**src/rtl/add_norm_seq.sv**
```systemverilog
// Post-add normalizer for IEEE754 single: takes the raw CLA sum/carry and exponent,
// left-shifts one bit per cycle until the hidden bit is set (or the denormal floor is hit).
module add_norm_seq (
    input  logic        iClk,
    input  logic        iRst,
    input  logic        iValid,
    input  logic [23:0] iS,
    input  logic        iC,
    input  logic [7:0]  iE,
    input  logic        iSign,
    output logic        oReady,
    output logic        oValid,
    output logic [31:0] oF,
    output logic        oOvf
);

    typedef enum logic [1:0] {IDLE, SHIFT, DONE} state_t;

    state_t      state_q, state_d;
    logic [23:0] mant_q, mant_d;
    logic [7:0]  exp_q, exp_d;
    logic        sign_q, sign_d;
    logic        ovf_q, ovf_d;
    logic        valid_q;
    logic [31:0] f_q;
    logic        ovf_out_q;
    logic        load_out;
    logic [7:0]  exp_dec;

    always_comb begin
        state_d  = state_q;
        mant_d   = mant_q;
        exp_d    = exp_q;
        sign_d   = sign_q;
        ovf_d    = ovf_q;
        load_out = 1'b0;
        exp_dec  = exp_q - 8'd1;
        case (state_q)
            IDLE: begin
                if (iValid) begin
                    sign_d   = iSign;
                    ovf_d    = 1'b0;
                    state_d  = DONE;
                    load_out = 1'b1;
                    if (iE == 8'hFF || (iC && iE == 8'hFE)) begin
                        exp_d  = 8'hFF;
                        mant_d = 24'h0;
                        ovf_d  = 1'b1;
                    end else if (iC) begin
                        // carry-out: renormalize right by one, LSB is truncated
                        mant_d = {1'b1, iS[23:1]};
                        exp_d  = iE + 8'd1;
                    end else if (iS == 24'h0) begin
                        mant_d = 24'h0;
                        exp_d  = 8'h0;
                    end else if (iS[23]) begin
                        mant_d = iS;
                        exp_d  = iE;
                    end else if (iE <= 8'd1) begin
                        mant_d = iS;
                        exp_d  = 8'h0;
                    end else begin
                        mant_d   = iS;
                        exp_d    = iE;
                        state_d  = SHIFT;
                        load_out = 1'b0;
                    end
                end
            end
            SHIFT: begin
                mant_d = mant_q << 1;
                exp_d  = exp_dec;
                if (mant_q[22]) begin
                    state_d  = DONE;
                    load_out = 1'b1;
                end else if (exp_dec == 8'd1) begin
                    // reached the denormal floor before normalizing
                    exp_d    = 8'h0;
                    state_d  = DONE;
                    load_out = 1'b1;
                end
            end
            DONE:    state_d = IDLE;
            default: state_d = IDLE;
        endcase
    end

    always_ff @(posedge iClk) begin
        if (iRst) begin
            state_q   <= IDLE;
            mant_q    <= 24'h0;
            exp_q     <= 8'h0;
            sign_q    <= 1'b0;
            ovf_q     <= 1'b0;
            valid_q   <= 1'b0;
            f_q       <= 32'h0;
            ovf_out_q <= 1'b0;
        end else begin
            state_q <= state_d;
            mant_q  <= mant_d;
            exp_q   <= exp_d;
            sign_q  <= sign_d;
            ovf_q   <= ovf_d;
            valid_q <= load_out;
            if (load_out) begin
                f_q       <= {sign_d, exp_d, mant_d[22:0]};
                ovf_out_q <= ovf_d;
            end
        end
    end

    assign oReady = (state_q == IDLE);
    assign oValid = valid_q;
    assign oF     = f_q;
    assign oOvf   = ovf_out_q;

endmodule

```
**config.mk**
```make
export PLATFORM = sky130hd
export DESIGN_NAME = add_norm_seq
export DESIGN_NICKNAME = d
export VERILOG_FILES = /design/src/rtl/add_norm_seq.sv
export SDC_FILE = /design/constraint.sdc
export NUM_CORES = 1
export LEC_CHECK = 0
export BUFFER_PORTS_ARGS = -buffer_cell sky130_fd_sc_hd__buf_2
export CAP_MARGIN = 20
export CELL_PAD_IN_SITES_DETAIL_PLACEMENT = 0
export CELL_PAD_IN_SITES_GLOBAL_PLACEMENT = 1
export CORE_AREA = 10 10 109 111
export DETAILED_ROUTE_END_ITERATION = 8
export DIE_AREA = 0 0 119 121
export PLACE_DENSITY = 0.76
export SLEW_MARGIN = 20
export SYNTH_ARGS = -nofsm -noshare
export SYNTH_HDL_FRONTEND = slang
export SYNTH_SLANG_ARGS = --single-unit
```
**constraint.sdc**
```tcl
create_clock -name iClk -period 1.9 [get_ports iClk]
set_input_delay 0.285 -clock iClk [delete_from_list [all_inputs] [get_ports iClk]]
set_output_delay 0.285 -clock iClk [all_outputs]
set_load 0.01 [all_outputs]
```
==> impl_metrics.py, run 1 <==
metrics = {
    "logic_synthesis": {
        "yosysSeqAreaShare_pct": 39.4,
        "async_reset_ff_share_pct": 0,
        "dominantRegCellSynth": "dfxtp_1",
        "dominant_combinational_cell_family_by_area_after_synthesis": "compound AO/OA/AOI/OAI gates",
        "ys_warn_count": 0,
        "synthCells": 415,
        "synth-edff-count": 0,
        "netlist_area_um2": 3500,
        "post_synth_fa_ha_maj_area_fraction_pct": 2.14,
        "synth_cell_type_count": 55,
        "postSynthRegisterBits": 69,
        "synth_area_in_compound_gates_pct": 22.9,
        "avg_inst_size_synth_um2": 8.44,
        "mappedNetlistNets": 458,
        "yosys.area_share.xor_xnor_pct": 1.00,
        "synth_simple_gate_area_share_pct": 20.5,
        "yosys-mux-area-fraction_pct": 8.57,
    },
    "route": {
        "route.detailed.wl_per_inst_um": 17.3,
        "met2RoutedLength_mm": 5.50,
        "drt_pass1_iterations": 8,
        "antenna_left": 0,
        "top_layer": "met4",
        "drt_first_iter_violations": 312,
        "met3_wirelength_um": 739,
        "vias": 3672,
        "drc": 0,
        "drt-met1-wl_mm": 5.22,
        "drt-vias-per-instance": 5.42,
        "drt_wl_total_mm": 11.7,
    },
    "pwr": {
        "p_clk_share_pct": 34.2,
        "vdd.ir_drop.worst_v": 0.000412,
        "static-leakage-power_nw": 2.13,
        "share_seq_of_total_power_pct": 39.2,
        "p_switching_mw": 1.29,
        "power_switching_share_pct": 29.5,
        "p_int_mw": 3.07,
        "power-per-cell-area_nw_per_um2": 879,
        "design_power_total_mw": 4.36,
        "combPwrFrac_pct": 26.7,
    },
    "grt": {
        "grt_max_degree": 63,
        "vias_in_the_first_global_route": 3739,
        "grt.overflow.total": 0,
        "grt_pass1_wl_mm": 18.6,
        "initial_antenna_violation_count": 0,
        "globalRouteTotalUtil_pct": 15.5,
    },
    "cts": {
        "worst_setup_hold_path_clk_slew_ps": 80,
        "cts_tree": "yes",
        "cts_max_level": 3,
        "cts_inserted_buffers": 9,
        "cts_root_buf": "clkbuf_8",
        "cts_num_sinks": 69,
        "cts-hold-fix-buffers": 0,
        "clock_latency_on_the_worst_skew_pair_ps": 340,
        "clk_path_buf_depth": 2,
    },
    "critical_path": {
        "worst_ep_required_time_ps": 2140,
        "critical_path.top_delay_family": "compound AO/OA/AOI/OAI gates",
        "cp_data_arrival_time_ps": 2180,
        "timing.critical_path.cells": "buf_4, inv_6, ha_1, o211ai_1, nand3_1, o211ai_1, buf_4, nor3_4, a31o_1",
        "worstPathBufferInverterCount": 3,
        "critPathLaunchType": "primary input",
        "critical-path-max-stage-delay_ps": 520,
        "critical_path.max_fanout": 7,
        "worst-setup-path-type": "in -> reg",
        "critical_path.endpoint_type": "flip-flop",
        "critical-path-slowest-cell": "o211ai_1",
    },
    "die": {
        "coreArea_um2": 9640,
        "io_pins": 72,
        "placementRows": 36,
        "die_height_um": 121,
        "die_w_um": 119,
        "die_footprint_um2": 14400,
        "floorplan.initialDensity_pct": 36.3,
    },
    "layout": {
        "antennaDiodeCount": 0,
        "finalNonFillerCells": 677,
        "layout.core_utilization_pct": 51.4,
        "syn_to_final_growth_pct": 41.4,
        "post_route_cells_drive_above_1_share_pct": 40.3,
        "layout.cells.most_common": "buf_4",
        "number_of_nets_in_the_layout": 582,
        "mostFrequentLayoutCells": "72 x buf_4, 71 x buf_2, 63 x dfxtp_1",
    },
    "sta": {
        "setup_slack_ps": -37.0,
        "transition_time_at_the_pin_with_the_least_slew_margin_ps": 573,
        "rsz0062_at_grt": "yes",
        "final_max_slew_viol_count": 0,
        "timing.final.crit_share_pct": 102,
        "final.min_clock_period_ps": 1940,
        "fin_worst_skew_ps": 9.25,
        "timing.fmax_mhz": 516,
        "setup_viol": 8,
        "final-hold-violation-count": 0,
        "relSlewSlack_pct": 61.6,
        "finalHoldWorstSlack_ps": 234,
    },
    "placed_design": {
        "routabilityCongestion": 0.952,
        "post-dp-hpwl_mm": 8.34,
        "place_inst": 651,
        "place.port_buffers": 71,
    },
    "flow_run": {
        "max_cap_violations": 0,
    },
    "status": {
        "violations": "setup timing",
        "status": "finished with violations",
    },
    "worst_hold_path": {
        "class_of_the_tightest_hold_or_removal_check": "in -> reg",
    },
}
==> per-stage QoR <==
step	instance area (um^2)	setup WS, ps	setup TNS, ps
floorplan	3540	12.6	0
detailed placement	4440	-384	-13990
CTS	4790	2.55	0
finish	4950	-37.0	-153
global placement	4440	-399	-14520
global route	4950	-145	-2070
==> power groups by stage <==
stage               registers, mW  logic, mW  clock network (mW)
floorplan                    1.75      0.553                   0
global placement             1.73       1.02                   0
detailed placement           1.73       1.03                   0
CTS                          1.70       1.09                1.52
global route                 1.73       1.27                1.57
finish                       1.71       1.16                1.49
==> cells by family (layout without fill, tap and decap cells) <==
group / Yosys count / after routing
and+or+nand+nor: 147 / 147
AOI/OAI and AO/OA: 118 / 118
DFF: 69 / 69
buffers and inverters: 43 / 172
muxes: 28 / 28
adders and majority gates: 6 / 6
xor gates and xnor gates: 4 / 4
==> synth_stat cells (3+ instances only) <==
cell type | count | share of area, %
nand2_1 | 22 | 2.4
mux2_2 | 16 | 5.1
nor4_1 | 10 | 1.8
a211oi_1 | 16 | 3.4
dfxtp_1 | 69 | 39
nand3_1 | 11 | 1.6
clkbuf_1 | 23 | 2.5
o21ai_0 | 15 | 2.1
nor2b_1 | 6 | 1.1
mux2i_1 | 12 | 3.4
nor2_1 | 55 | 5.9
a221o_1 | 3 | 0.86
nand4_1 | 3 | 0.54
buf_2 | 8 | 1.1
a222oi_1 | 12 | 3.4
nor3_1 | 12 | 1.7
xnor2_1 | 3 | 0.75
or3_1 | 13 | 2.3
a31o_1 | 3 | 0.75
inv_1 | 7 | 0.75
a21oi_1 | 39 | 5.6
a31oi_1 | 3 | 0.54
o211ai_1 | 4 | 0.86
ha_1 | 6 | 2.1
a22oi_1 | 10 | 2.1
==> path summary, 6_finish.rpt <==
kind,cells after the start,slack [ps],startpoint,to
min,3,230,iSign,sign_q$_SDFF_PP0_
min reg2reg,2,470,oOvf$_SDFFE_PP0P_,oOvf$_SDFFE_PP0P_
max reg2reg,8,-40,exp_q[0]$_SDFF_PP0_,oF[22]$_SDFFE_PP0P_
max,9,-40,iE[0],oF[22]$_SDFFE_PP0P_
==> sequential cells by signal, summed over array words and instances, names as in the netlist <==
name / cells
mant_q: 23
ovf_q: 1
exp_q: 8
sign_q: 1
oOvf: 1
state_q: 2
oF: 32
oValid: 1
==> what timing repair did <==
action	4_1_cts	5_1_grt
buffers inserted	3	4
pin swaps	1	18
endpoints found under the setup margin	38	37
gates resized for setup	11	35
cloned	1	2
==> worst register-to-register path, delay by kind of cell (launching register included) <==
| family | cells | cell delay (ps) |
|---|---|---|
| xor+xnor | 1 | 150 |
| fa+ha+maj | 1 | 190 |
| buf+inv | 2 | 370 |
| simple gates | 1 | 120 |
| flops | 1 | 350 |
| compound gates | 3 | 660 |
==> area by class of cell <==
class                           count  area (um^2)
Clock buffer                       11          141
Clock inverter                      5          108
Multi-Input combinational cell    303         2110
Sequential cell                    69         1390
Tap cell                          133          166
Inverter                            8         35.0
Fill cell                         972         4680
Timing Repair Buffer              148         1000
==> metal layers <==
layer,up-vias,GRT usage [%]
li1,1794,-
met1,1722,19.4
met2,143,25.2
met3,13,3.44
met4,0,6.03
met5,-,0
No activity file was read; power rests on OpenSTA's default activity.
==> inputs of run 2 (changes only) <==
--- a/config.mk
+++ b/config.mk
@@ -12,7 +12,7 @@
 export CORE_AREA = 10 10 109 111
 export DETAILED_ROUTE_END_ITERATION = 8
 export DIE_AREA = 0 0 119 121
-export PLACE_DENSITY = 0.76
+export PLACE_DENSITY_LB_ADDON = 0.1
 export SLEW_MARGIN = 20
 export SYNTH_ARGS = -nofsm -noshare
 export SYNTH_HDL_FRONTEND = slang
==> impl_metrics.py, run 2 (synthesis gave the netlist of run 1 again) <==
metrics = {
    "placed_design": {
        "pre_cts_slack_ps": -424,
        "place.port_buffers": 71,
        "routabilityCongestion": 0.867,
        "place_inst": 673,
        "dpl_cell_area_um2": 4630,
        "post-dp-hpwl_mm": 9.06,
    },
    "die": {
        "die_footprint_um2": 14400,
        "die_height_um": 121,
        "floorplan.initialDensity_pct": 36.3,
        "coreArea_um2": 9640,
        "io_pins": 72,
        "die_w_um": 119,
        "placementRows": 36,
    },
    "grt": {
        "grt.busiest_layer": "met2",
        "vias_in_the_first_global_route": 3743,
        "grtUsageMet2_pct": 28.3,
        "global_route.usage.met1_pct": 19.9,
        "grt_pass1_wl_mm": 19.5,
        "initial_antenna_violation_count": 0,
        "grt_max_degree": 21,
        "gr-usage-met3_pct": 4.14,
        "grt.overflow.total": 0,
        "globalRouteTotalUtil_pct": 16.4,
    },
    "cts": {
        "cts_tree": "yes",
        "cts_root_buf": "clkbuf_8",
        "cts_num_sinks": 69,
        "clk_path_buf_depth": 2,
        "clock_latency_on_the_worst_skew_pair_ps": 340,
        "worst_setup_hold_path_clk_slew_ps": 80,
        "cts_inserted_buffers": 9,
        "cts_max_level": 3,
    },
    "critical_path": {
        "critical-path-max-stage-delay_ps": 360,
        "r2r.worst_path.cells": 11,
        "cp_data_arrival_time_ps": 2210,
        "worst-setup-path-type": "reg -> reg",
        "worst_ep_required_time_ps": 2160,
        "timing.critical_path.cells": "inv_2, ha_4, xnor2_2, nand3_2, o21ai_2, buf_4, o211a_4, buf_12, buf_6, a21oi_2, a21oi_1",
        "critical-path-slowest-cell": "dfxtp_2",
        "reg2reg_to": "oF[6]$_SDFFE_PP0P_",
        "critical_path.max_fanout": 8,
        "critical_path.endpoint_type": "flip-flop",
        "reg2reg_setup_slack_ps": -50,
        "critPathLaunch": "exp_q[1]$_SDFF_PP0_",
        "rr_startpoint": "exp_q[1]$_SDFF_PP0_",
        "critPathLaunchType": "flip-flop",
    },
    "layout": {
        "antennaDiodeCount": 0,
        "flip_flop_count_of_the_largest_register_after_layout": 32,
        "regArea_um2": 1390,
        "number_of_nets_in_the_layout": 608,
        "post_route_cells_drive_above_1_share_pct": 46.8,
        "mostFrequentLayoutCells": "90 x buf_4, 69 x buf_2, 66 x dfxtp_1",
        "finalNonFillerCells": 703,
        "syn_to_final_growth_pct": 51.4,
        "multiInputGateArea_um2": 2220,
        "layout.cells.most_common": "buf_4",
        "finalInstanceArea_um2": 5300,
        "layout.filler_cells": 945,
    },
    "route": {
        "vias": 3804,
        "route.detailed.wl_per_inst_um": 17.9,
        "drt-vias-per-instance": 5.41,
        "drt_first_iter_violations": 238,
        "drc": 0,
        "drt_pass1_iterations": 7,
        "antenna_left": 0,
        "drt_wl_total_mm": 12.6,
    },
    "sta": {
        "finalHoldWorstSlack_ps": 256,
        "finalSetupTns_ps": -176,
        "final-hold-violation-count": 0,
        "relSlewSlack_pct": 60.4,
        "setup_viol": 8,
        "timing.fmax_mhz": 514,
        "fin_worst_skew_ps": 8.93,
        "transition_time_at_the_pin_with_the_least_slew_margin_ps": 594,
        "rsz0062_at_grt": "yes",
        "timing.final.crit_share_pct": 102,
        "setup_slack_ps": -47.2,
        "final_max_slew_viol_count": 0,
        "final.min_clock_period_ps": 1950,
    },
    "flow_run": {
        "max_cap_violations": 0,
    },
    "pwr": {
        "vdd.ir_drop.worst_v": 0.000404,
        "power-per-cell-area_nw_per_um2": 828,
        "static-leakage-power_nw": 2.28,
    },
    "status": {
        "status": "finished with violations",
        "violations": "setup timing",
    },
    "worst_hold_path": {
        "hold_start": "iSign",
        "min_delay_path_depth": 3,
        "holdPathEnd": "sign_q$_SDFF_PP0_",
        "class_of_the_tightest_hold_or_removal_check": "in -> reg",
    },
}
[run 2: cell type report]
class                   count  area share [%]
clock buffers              10            2.59
well taps                 133            3.14
inverters                   8           0.661
repair buffers            174            23.9
clock inverters             6            1.63
flip-flops and latches     69            26.1
multi-input cells         303            41.9
[run 2: metal layers]
layer | wire, um | vias up
met2 | 6180 | 91
met5 | 0 | -
met1 | 5710 | 1854
met4 | 219 | 0
met3 | 504 | 16
li1 | - | 1843
[run 2: power by group]
group | internal (mW) | switching (mW) | total [mW]
sequential | 1.60 | 0.105 | 1.71
clock | 0.773 | 0.575 | 1.35
combinational | 0.661 | 0.672 | 1.33
total | 3.04 | 1.35 | 4.39
[run 2: stage by stage]
step / power [mW] / utilization, %
floorplan: 2.30 / -
global placement: 2.84 / 48.0
detailed placement: 2.85 / 48.0
CTS: 4.25 / 51.2
global route: 4.62 / 55.0
finish: 4.39 / 55.0
[run 2: how the worst max path moves through the flow]
stage,to,cells past startpoint
6_report,oF[6]$_SDFFE_PP0P_,11
5_1_grt,oF[1]$_SDFFE_PP0P_,10
4_1_cts,oF[0]$_SDFFE_PP0P_,9
3_5_place_dp,oF[6]$_SDFFE_PP0P_,10
3_3_place_gp,oF[8]$_SDFFE_PP0P_,10
2_1_floorplan,oF[15]$_SDFFE_PP0P_,10
[run 2: worst max-delay path: cells and delay by family, from the launching register on]
family / cells / cell delay, ps
DFF: 1 / 360
xor gates and xnor gates: 1 / 150
adders and majority gates: 1 / 160
AOI/OAI and AO/OA: 4 / 580
buffers and inverters: 4 / 490
and+or+nand+nor: 1 / 120
[run 2: what timing repair did]
| action | 4_1_cts | 5_1_grt |
|---|---|---|
| cloned | 1 | 2 |
| pin swaps | 4 | 23 |
| endpoints found under the setup margin | 33 | 46 |
| endpoints found under the hold margin | 0 | 0 |
| hold buffers | 0 | 0 |
| resized for setup | 10 | 59 |
| setup buffers | 1 | 10 |
